[src/rtl/inst_prefetch_if.sv]
// Wishbone B4 classic instruction-fetch bus between inst_prefetch (master) and memory (slave).
interface inst_prefetch_if;
  logic        wb_cyc_o;
  logic        wb_stb_o;
  logic        wb_we_o;
  logic [3:0]  wb_sel_o;
  logic [31:0] wb_adr_o;
  logic [31:0] wb_dat_i;
  logic        wb_ack_i;
  logic        wb_err_i;

  modport master (
    output wb_cyc_o, wb_stb_o, wb_we_o, wb_sel_o, wb_adr_o,
    input  wb_dat_i, wb_ack_i, wb_err_i
  );

  modport slave (
    input  wb_cyc_o, wb_stb_o, wb_we_o, wb_sel_o, wb_adr_o,
    output wb_dat_i, wb_ack_i, wb_err_i
  );
endinterface

[src/rtl/inst_prefetch.sv]
// Sequential instruction prefetcher: Wishbone reads into a {pc, inst, err} FIFO for decode.
// Define INST_PREFETCH_STATS_EN to add the fetch_cnt_o / flush_cnt_o event counters.
module inst_prefetch #(
  parameter int unsigned DEPTH    = 4,
  parameter logic [31:0] RESET_PC = 32'h0000_0000
) (
  input  logic        clk,
  input  logic        rst,
  input  logic        redirect_i,
  input  logic [31:0] redirect_pc_i,
  output logic        inst_valid_o,
  output logic [31:0] inst_o,
  output logic [31:0] inst_pc_o,
  output logic        inst_err_o,
  input  logic        inst_ready_i,
`ifdef INST_PREFETCH_STATS_EN
  output logic [31:0] fetch_cnt_o,
  output logic [31:0] flush_cnt_o,
`endif
  inst_prefetch_if.master wb
);

  localparam int unsigned AW = (DEPTH > 1) ? $clog2(DEPTH) : 1;
  localparam int unsigned CW = AW + 1;

  typedef enum logic [1:0] {StIdle, StReq, StDiscard, StHalt} state_e;

  state_e          state_q, state_d;
  logic [31:0]     fetch_pc_q, fetch_pc_d;
  logic [31:0]     adr_q, adr_d;
  logic [AW-1:0]   rd_ptr_q, wr_ptr_q;
  logic [CW-1:0]   count_q;
  logic [31:0]     pc_mem   [DEPTH];
  logic [31:0]     inst_mem [DEPTH];
  logic            err_mem  [DEPTH];

  logic            push, push_err, pop;
  logic [31:0]     push_inst;
  logic            unused_pc_lsb;

  assign unused_pc_lsb = ^redirect_pc_i[1:0];

  assign inst_valid_o = (count_q != '0);
  assign inst_o       = inst_mem[rd_ptr_q];
  assign inst_pc_o    = pc_mem[rd_ptr_q];
  assign inst_err_o   = err_mem[rd_ptr_q];

  // A redirect cycle never consumes the head; the FIFO is being cleared anyway.
  assign pop = inst_valid_o && inst_ready_i && !redirect_i;

  assign wb.wb_cyc_o = (state_q == StReq) || (state_q == StDiscard);
  assign wb.wb_stb_o = (state_q == StReq) || (state_q == StDiscard);
  assign wb.wb_we_o  = 1'b0;
  assign wb.wb_sel_o = 4'hF;
  assign wb.wb_adr_o = adr_q;

  always_comb begin
    state_d    = state_q;
    fetch_pc_d = fetch_pc_q;
    adr_d      = adr_q;
    push       = 1'b0;
    push_err   = 1'b0;
    push_inst  = wb.wb_dat_i;

    unique case (state_q)
      StIdle: begin
        // Reserve a slot before issuing so the eventual push can never overflow.
        if (!redirect_i && ((count_q < CW'(DEPTH)) || pop)) begin
          state_d = StReq;
          adr_d   = fetch_pc_q;
        end
      end
      StReq: begin
        if (wb.wb_ack_i) begin
          push       = 1'b1;
          fetch_pc_d = fetch_pc_q + 32'd4;
          state_d    = StIdle;
        end else if (wb.wb_err_i) begin
          push      = 1'b1;
          push_err  = 1'b1;
          push_inst = 32'h0000_0013;
          state_d   = StHalt;
        end
      end
      StDiscard: begin
        if (wb.wb_ack_i || wb.wb_err_i) begin
          state_d = StIdle;
        end
      end
      StHalt: ;
      default: state_d = StIdle;
    endcase

    if (redirect_i) begin
      push       = 1'b0;
      push_err   = 1'b0;
      fetch_pc_d = {redirect_pc_i[31:2], 2'b00};
      if (((state_q == StReq) || (state_q == StDiscard)) && !wb.wb_ack_i && !wb.wb_err_i) begin
        state_d = StDiscard;
      end else begin
        state_d = StIdle;
      end
    end
  end

  always_ff @(posedge clk) begin
    if (rst) begin
      state_q    <= StIdle;
      fetch_pc_q <= RESET_PC;
      adr_q      <= RESET_PC;
      rd_ptr_q   <= '0;
      wr_ptr_q   <= '0;
      count_q    <= '0;
      for (int unsigned i = 0; i < DEPTH; i++) begin
        pc_mem[i]   <= '0;
        inst_mem[i] <= '0;
        err_mem[i]  <= 1'b0;
      end
    end else begin
      state_q    <= state_d;
      fetch_pc_q <= fetch_pc_d;
      adr_q      <= adr_d;
      if (redirect_i) begin
        rd_ptr_q <= '0;
        wr_ptr_q <= '0;
        count_q  <= '0;
      end else begin
        if (push) begin
          pc_mem[wr_ptr_q]   <= fetch_pc_q;
          inst_mem[wr_ptr_q] <= push_inst;
          err_mem[wr_ptr_q]  <= push_err;
          wr_ptr_q           <= wr_ptr_q + AW'(1);
        end
        if (pop) begin
          rd_ptr_q <= rd_ptr_q + AW'(1);
        end
        count_q <= count_q + CW'(push) - CW'(pop);
      end
    end
  end

`ifdef INST_PREFETCH_STATS_EN
  logic [31:0] fetch_cnt_q, flush_cnt_q;

  always_ff @(posedge clk) begin
    if (rst) begin
      fetch_cnt_q <= '0;
      flush_cnt_q <= '0;
    end else begin
      if (push && !push_err) fetch_cnt_q <= fetch_cnt_q + 32'd1;
      if (redirect_i)        flush_cnt_q <= flush_cnt_q + 32'd1;
    end
  end

  assign fetch_cnt_o = fetch_cnt_q;
  assign flush_cnt_o = flush_cnt_q;
`endif

endmodule

[src/flat_wrapper.sv]
// flat-port wrapper written by rule: the top's interface ports become plain ports
module inst_prefetch_flat 
#(
  parameter int unsigned DEPTH    = 4,
  parameter logic [31:0] RESET_PC = 32'h0000_0000
)
  (clk, rst, redirect_i, redirect_pc_i, inst_valid_o, inst_o, inst_pc_o, inst_err_o, inst_ready_i, wb_wb_cyc_o, wb_wb_stb_o, wb_wb_we_o, wb_wb_sel_o, wb_wb_adr_o, wb_wb_dat_i, wb_wb_ack_i, wb_wb_err_i);
  inst_prefetch_if wb_i ();
  input  logic clk;
  input  logic rst;
  input  logic redirect_i;
  input  logic [31:0] redirect_pc_i;
  output logic inst_valid_o;
  output logic [31:0] inst_o;
  output logic [31:0] inst_pc_o;
  output logic inst_err_o;
  input  logic inst_ready_i;
  output wire logic [$bits(wb_i.wb_cyc_o)-1:0] wb_wb_cyc_o;
  output wire logic [$bits(wb_i.wb_stb_o)-1:0] wb_wb_stb_o;
  output wire logic [$bits(wb_i.wb_we_o)-1:0] wb_wb_we_o;
  output wire logic [$bits(wb_i.wb_sel_o)-1:0] wb_wb_sel_o;
  output wire logic [$bits(wb_i.wb_adr_o)-1:0] wb_wb_adr_o;
  input wire logic [$bits(wb_i.wb_dat_i)-1:0] wb_wb_dat_i;
  input wire logic [$bits(wb_i.wb_ack_i)-1:0] wb_wb_ack_i;
  input wire logic [$bits(wb_i.wb_err_i)-1:0] wb_wb_err_i;
  assign wb_wb_cyc_o = wb_i.wb_cyc_o;
  assign wb_wb_stb_o = wb_i.wb_stb_o;
  assign wb_wb_we_o = wb_i.wb_we_o;
  assign wb_wb_sel_o = wb_i.wb_sel_o;
  assign wb_wb_adr_o = wb_i.wb_adr_o;
  assign wb_i.wb_dat_i = wb_wb_dat_i;
  assign wb_i.wb_ack_i = wb_wb_ack_i;
  assign wb_i.wb_err_i = wb_wb_err_i;
  inst_prefetch #(.DEPTH(DEPTH), .RESET_PC(RESET_PC)) u_core (.clk(clk), .rst(rst), .redirect_i(redirect_i), .redirect_pc_i(redirect_pc_i), .inst_valid_o(inst_valid_o), .inst_o(inst_o), .inst_pc_o(inst_pc_o), .inst_err_o(inst_err_o), .inst_ready_i(inst_ready_i), .wb(wb_i));
endmodule
[config.mk]
export PLATFORM = sky130hd
export DESIGN_NAME = inst_prefetch_flat
export DESIGN_NICKNAME = d
export VERILOG_FILES = /design/src/rtl/inst_prefetch_if.sv /design/src/rtl/inst_prefetch.sv /design/src/flat_wrapper.sv
export SDC_FILE = /design/constraint.sdc
export NUM_CORES = 1
export LEC_CHECK = 0
export BUFFER_PORTS_ARGS = -buffer_cell sky130_fd_sc_hd__buf_4
export CORE_UTILIZATION = 40
export CTS_BUF_LIST = sky130_fd_sc_hd__clkbuf_4 sky130_fd_sc_hd__clkbuf_8
export DETAILED_ROUTE_END_ITERATION = 8
export SKIP_CTS_REPAIR_TIMING = 1
export SYNTH_ARGS = -nofsm -noshare
export SYNTH_HDL_FRONTEND = slang
export SYNTH_SLANG_ARGS = --single-unit
[constraint.sdc]
create_clock -name clk -period 16 [get_ports clk]
set_input_delay 0.8 -clock clk [delete_from_list [all_inputs] [get_ports clk]]
set_output_delay 0.8 -clock clk [all_outputs]
set_load 0.1 [all_outputs]
==> impl_metrics.py, run 1 <==
metrics = {
    "run_status": {
        "status": "finished clean",
    },
    "worst_setup_path": {
        "worstPathBufferInverterCount": 3,
        "startpoint_type": "primary input",
        "end_kind": "register",
        "crit_chain": "buf_4, clkinv_1, nand3_2, buf_4, or2_2, nand2_4",
        "path_delay_family": "simple AND/OR/NAND/NOR gates",
        "critPathRequiredTime_ns": 16.09,
        "crit_top_cell": "buf_4",
        "cp_data_arrival_time_ns": 4.59,
        "cp_slowest_stage_delay_ns": 0.87,
        "crit_slowest_cell": "or2_2",
        "critPathMaxFanout": 63,
        "criticalPathCategory": "in -> reg",
    },
    "synth": {
        "syn_area_mm2": 0.0141,
        "synth_common_cells": "edfxtp_1, nor2_1, nand2_1, and2_1, dfxtp_1",
        "synth_area_per_cell_um2": 12.8,
        "synth_area_leaders": "edfxtp_1, dfxtp_1, mux4_2",
        "ys_seq_area_share_pct": 63.9,
        "ys_ff_latch": 323,
        "synth_top_area_share_pct": 53.8,
        "ys_warn_count": 0,
        "synth_flop_cell": "edfxtp_1",
        "synth.most_common_cell": "edfxtp_1",
        "syn_inst": 1098,
        "synth-edff-count": 252,
        "synth_cell_type_count": 55,
        "synth_area_leader_cell": "edfxtp_1",
        "async_flop_share_pct": 0,
    },
    "layout": {
        "nNetsFinal": 1324,
        "diodes": 0,
        "drive_gt1_share_pct": 27.4,
        "fillers": 3150,
        "area_growth_pct": 19.7,
    },
    "sta": {
        "fin_crit_sh_pct": 28.2,
        "slew_headroom_pct": 21.5,
        "period_needed_ns": 4.51,
        "finalWorstSetupSlack_ns": 11.49,
        "setup_tns_ns": 0,
        "setup-violations-final": 0,
        "hold_slack_ns": 0.449,
        "rsz0062_at_grt": "no",
        "worst_slew_pin_slew_ns": 1.17,
        "fin_worst_skew_ns": 0.0102,
        "timing_hold_violations_final": 0,
        "drv_slew": 0,
        "fmaxAchievable_mhz": 222,
    },
    "global_route": {
        "grt_max_degree": 64,
        "grt_pass1_vias": 9278,
        "grtUsageTotal_pct": 19.8,
        "antenna_found_initial": 0,
        "grt_pass1_wl_um": 53900,
        "grt-ovfl-total": 0,
    },
    "routing": {
        "drcViolationCount": 0,
        "wirelength_um": 35200,
        "routed_via_density": 5.19,
        "vias": 9073,
        "first_pass_iters": 7,
        "drt_iter0_drc": 635,
        "drt-wirelength-per-cell_um": 20.1,
        "antenna_left": 0,
    },
    "die": {
        "dieArea_mm2": 0.0359,
        "die_h_um": 189,
        "die_width_um": 189,
        "start_util_pct": 40.7,
        "rows": 68,
        "ios": 175,
        "coreArea_mm2": 0.0345,
    },
    "place": {
        "pre_cts_slack_ns": 10.80,
        "port_buffers": 163,
        "dpl.hpwl_um": 20600,
        "gp_congestion": 0.763,
    },
    "power": {
        "ir_drop_uv": 64.6,
        "powerDensity_mw_per_mm2": 115,
        "total_power_uw": 1930,
        "p_leak_uw": 0.00631,
    },
    "hold_path": {
        "min_path_type": "in -> reg",
    },
    "cts": {
        "clock_path_buffers": 3,
        "htree_num_levels": 2,
        "clock-sinks": 323,
        "clk_pin_slew_worst_paths_ns": 0.06,
        "cts_buffers": 55,
        "cts_tree": "yes",
        "clk_latency_ns": 0.60,
        "cts_root_buffer": "clkbuf_8",
    },
    "job": {
        "maxCapViolCount": 0,
    },
}
## where the power goes
group	total [µW]	switching (µW)	internal, µW
clock	763	334	429
sequential	958	21.0	937
combinational	211	161	50.3
total	1930	516	1420
## final timing paths
check,start,endpoint,slack [ns],cells after the start
max,rst,u_core.pc_mem[2][23],11.49,6
min,redirect_pc_i[20],u_core.fetch_pc_q[20],0.45,3
max reg2reg,u_core.state_q[1],u_core.pc_mem[2][23],12.24,7
min reg2reg,u_core.wb.wb_adr_o[12],u_core.wb.wb_adr_o[12],0.45,2
## logic make-up after synthesis
family,Yosys count,synth area share (%)
multiplexers,65,10.2
AND/OR/NAND/NOR,489,16.7
flip-flops,323,63.9
XOR/XNOR,16,0.997
AO/OA/AOI/OAI,87,4.17
buffers and inverters,109,3.25
adder cells (fa/ha/maj),7,0.676
other,2,0.0534
## cells in the final DEF, fill, tap and decap left out, types with 7 or more instances in the layout
cell / netlist / final
a211oi_1: 10 / 10
a21oi_1: 34 / 34
a311oi_1: 7 / 7
and2_1: 107 / 107
and3_1: 12 / 12
buf_4: 10 / 178
clkbuf_4: 0 / 21
clkbuf_8: 0 / 64
clkinv_1: 1 / 10
conb_1: 2 / 9
dfxtp_1: 71 / 69
edfxtp_1: 252 / 252
inv_1: 15 / 15
mux4_2: 63 / 63
nand2_1: 112 / 110
nand3_1: 15 / 14
nand4_1: 14 / 14
nor2_1: 178 / 176
nor3_1: 11 / 9
nor4_1: 8 / 8
o21ai_0: 10 / 8
or3_1: 7 / 7
xnor2_1: 11 / 11
## state kept, by name, indices dropped and copies added (netlist names), named ones only
name	flops
u_core.pc_mem	120
u_core.rd_ptr_q	2
u_core.wr_ptr_q	2
u_core.state_q	2
u_core.err_mem	4
u_core.inst_mem	128
u_core.wb.wb_adr_o	30
u_core.count_q	3
u_core.fetch_pc_q	30
## through the flow
stage	area [µm²]	utilization [%]	instances
3_5_place_dp	15700	45.3	1645
6_report	16800	48.7	1749
4_1_cts	16800	48.7	1749
5_1_grt	16800	48.7	1749
2_1_floorplan	14100	-	1105
3_3_place_gp	15700	45.3	1645
## routing by layer
| layer | track usage, % | up-vias | share of wire (%) |
|---|---|---|---|
| met4 | 4.87 | 0 | 1.5 |
| met5 | 0 | - | 0 |
| li1 | - | 4255 | - |
| met3 | 4.23 | 43 | 6.6 |
| met1 | 26.0 | 4478 | 43 |
| met2 | 33.4 | 297 | 49 |
## worst register-to-register path, cell delays in order, from the launching register on
cell	delay [ns]
dfxtp_1	0.34
inv_1	0.06
ha_1	0.31
nor2b_1	0.21
nand3_2	0.09
buf_4	0.51
or2_2	0.87
nand2_4	0.81
## area by class of cell
cell class              count  area (µm²)  area share, %
flip-flops and latches    323        8990           53.5
multi-input cells         673        4700           28.0
repair buffers            178        1340           7.94
clock buffers              85        1040           6.17
well taps                 455         569           3.38
clock inverters            19         121          0.721
inverters                  16        60.1          0.357
No activity file was read; power rests on OpenSTA's default activity.
==> run 2, diff against run 1 <==
Clock period 16 ns to 4.09 ns, I/O delays scaled along.
==> impl_metrics.py, run 2 (synthesized netlist as in run 1, its figures left out) <==
metrics = {
    "sta": {
        "fin_worst_skew_ns": 0.0360,
        "setup-violations-final": 0,
        "drv_slew": 0,
        "slew_headroom_pct": 31.5,
        "hold_slack_ns": -0.00916,
        "fin_crit_sh_pct": 70.7,
        "worst_slew_pin_slew_ns": 1.03,
        "fmaxAchievable_mhz": 346,
        "rsz0062_at_grt": "no",
        "timing_hold_violations_final": 2,
        "period_needed_ns": 2.89,
    },
    "worst_setup_path": {
        "worstPathBufferInverterCount": 2,
        "crit_chain": "inv_1, ha_1, nor2b_1, nand3_2, or2_2, nand2_4, buf_4",
        "critPathRequiredTime_ns": 4.33,
        "cp_data_arrival_time_ns": 3.13,
        "startpoint_type": "register",
        "path_delay_family": "simple AND/OR/NAND/NOR gates",
        "crit_slowest_cell": "nand2_4",
        "end_kind": "register",
        "cp_slowest_stage_delay_ns": 0.46,
        "critPathMaxFanout": 33,
        "criticalPathCategory": "reg -> reg",
    },
    "die": {
        "dieArea_mm2": 0.0359,
        "die_width_um": 189,
        "coreArea_mm2": 0.0345,
        "die_h_um": 189,
        "start_util_pct": 40.7,
        "ios": 175,
        "rows": 68,
    },
    "cts": {
        "cts_tree": "yes",
        "clock_path_buffers": 3,
        "clk_latency_ns": 0.59,
        "clock-sinks": 323,
        "clk_pin_slew_worst_paths_ns": 0.06,
        "htree_num_levels": 2,
        "cts_root_buffer": "clkbuf_8",
        "cts_buffers": 54,
    },
    "power": {
        "switchingPower_uw": 2020,
        "swShare_pct": 27.0,
        "seqPwrFrac_pct": 50.0,
        "ir_drop_uv": 243,
        "internal_power_uw": 5460,
        "powerDensity_mw_per_mm2": 433,
        "combPwrFrac_pct": 11.6,
        "p_leak_uw": 0.00653,
        "clkPwrFrac_pct": 38.3,
    },
    "layout": {
        "fillers": 3111,
        "top_regs": "u_core.inst_mem: 128 flops, u_core.pc_mem: 120 flops",
        "nNetsFinal": 1374,
        "design_area_mm2": 0.0173,
        "regMostFlops": "u_core.inst_mem",
        "diodes": 0,
        "area_growth_pct": 23.0,
        "final_cell_mix": "edfxtp_1, buf_4, nor2_1",
        "layout.cells.most_common": "edfxtp_1",
        "drive_gt1_share_pct": 26.3,
        "largest_reg_flops": 128,
    },
    "global_route": {
        "antenna_found_initial": 1,
        "grt-ovfl-total": 0,
        "grtUsageTotal_pct": 19.5,
        "grt_pass1_wl_um": 53500,
        "grt_pass1_vias": 9131,
        "grt_max_degree": 64,
    },
    "routing": {
        "drt_iter0_drc": 675,
        "wirelength_um": 35200,
        "drcViolationCount": 0,
        "drt-wirelength-per-cell_um": 19.6,
        "vias": 9345,
        "antenna_left": 0,
        "first_pass_iters": 5,
        "routed_via_density": 5.20,
    },
    "place": {
        "gp_congestion": 0.797,
        "dpl_cell_area_mm2": 0.0157,
        "dpl.hpwl_um": 20700,
        "port_buffers": 163,
    },
    "run_status": {
        "status": "finished with violations",
        "violations": "hold timing",
    },
    "job": {
        "maxCapViolCount": 0,
    },
    "hold_path": {
        "min_path_type": "in -> reg",
    },
}
==> run 2: cell types whose count changed in the layout (fill, tap and decap cells not counted), sizes merged <==
cell / delta
clkinv: +5
inv: +1
dlygate4sd3: +46
clkinvlp: -4
buf: +5
clkbuf: -6
==> run 2: metrics by stage <==
step	util (%)	total power, µW	setup slack [ns]	cells	TNS, ns
after detailed placement	45.6	4650	1.19	1650	0
after CTS	48.7	7510	1.12	1750	0
final	50.1	7480	1.20	1796	0
after global routing	50.1	7740	1.03	1796	0
after floorplan	-	4410	-0.363	1105	-45.69
after global placement	45.6	4640	1.21	1650	0
==> run 2: worst reg2reg max path, delay by kind of cell (launching register included) <==
kind	cells	cell delay, ns
simple gates	4	1.39
buf+inv	2	0.47
flops	1	0.32
fa+ha+maj	1	0.38
==> run 2: power by group through the flow <==
stage | clock network (µW) | registers [µW] | logic, µW
2_1_floorplan | 0 | 3870 | 540
3_3_place_gp | 0 | 3810 | 836
3_5_place_dp | 0 | 3810 | 840
4_1_cts | 2920 | 3740 | 841
5_1_grt | 3070 | 3760 | 914
6_report | 2870 | 3740 | 871
==> run 2: path summary, 6_finish.rpt <==
path | from | end | slack, ns | cells after the start
hold reg to reg | u_core.wb.wb_adr_o[6] | u_core.wb.wb_adr_o[6] | 0.46 | 2
setup / recovery | u_core.state_q[1] | u_core.err_mem[2] | 1.20 | 7
hold / removal | wb_wb_dat_i[8] | u_core.inst_mem[3][8] | -0.009 | 3
setup reg to reg | u_core.state_q[1] | u_core.err_mem[2] | 1.20 | 7
==> run 2: cell type report <==
class	count	area (µm²)	area share (%)
Sequential cell	323	9000	52.0
Clock inverter	21	138	0.796
Timing Repair Buffer	229	1870	10.8
Multi-Input combinational cell	673	4700	27.2
Tap cell	455	569	3.29
Clock buffer	79	956	5.53
Inverter	16	60.1	0.347
==> run 2: routing by layer <==
layer,routed length (µm),GRT usage (%)
met3,2180,3.26
met4,637,4.93
met1,15500,27.3
met5,13,0
met2,16900,31.5
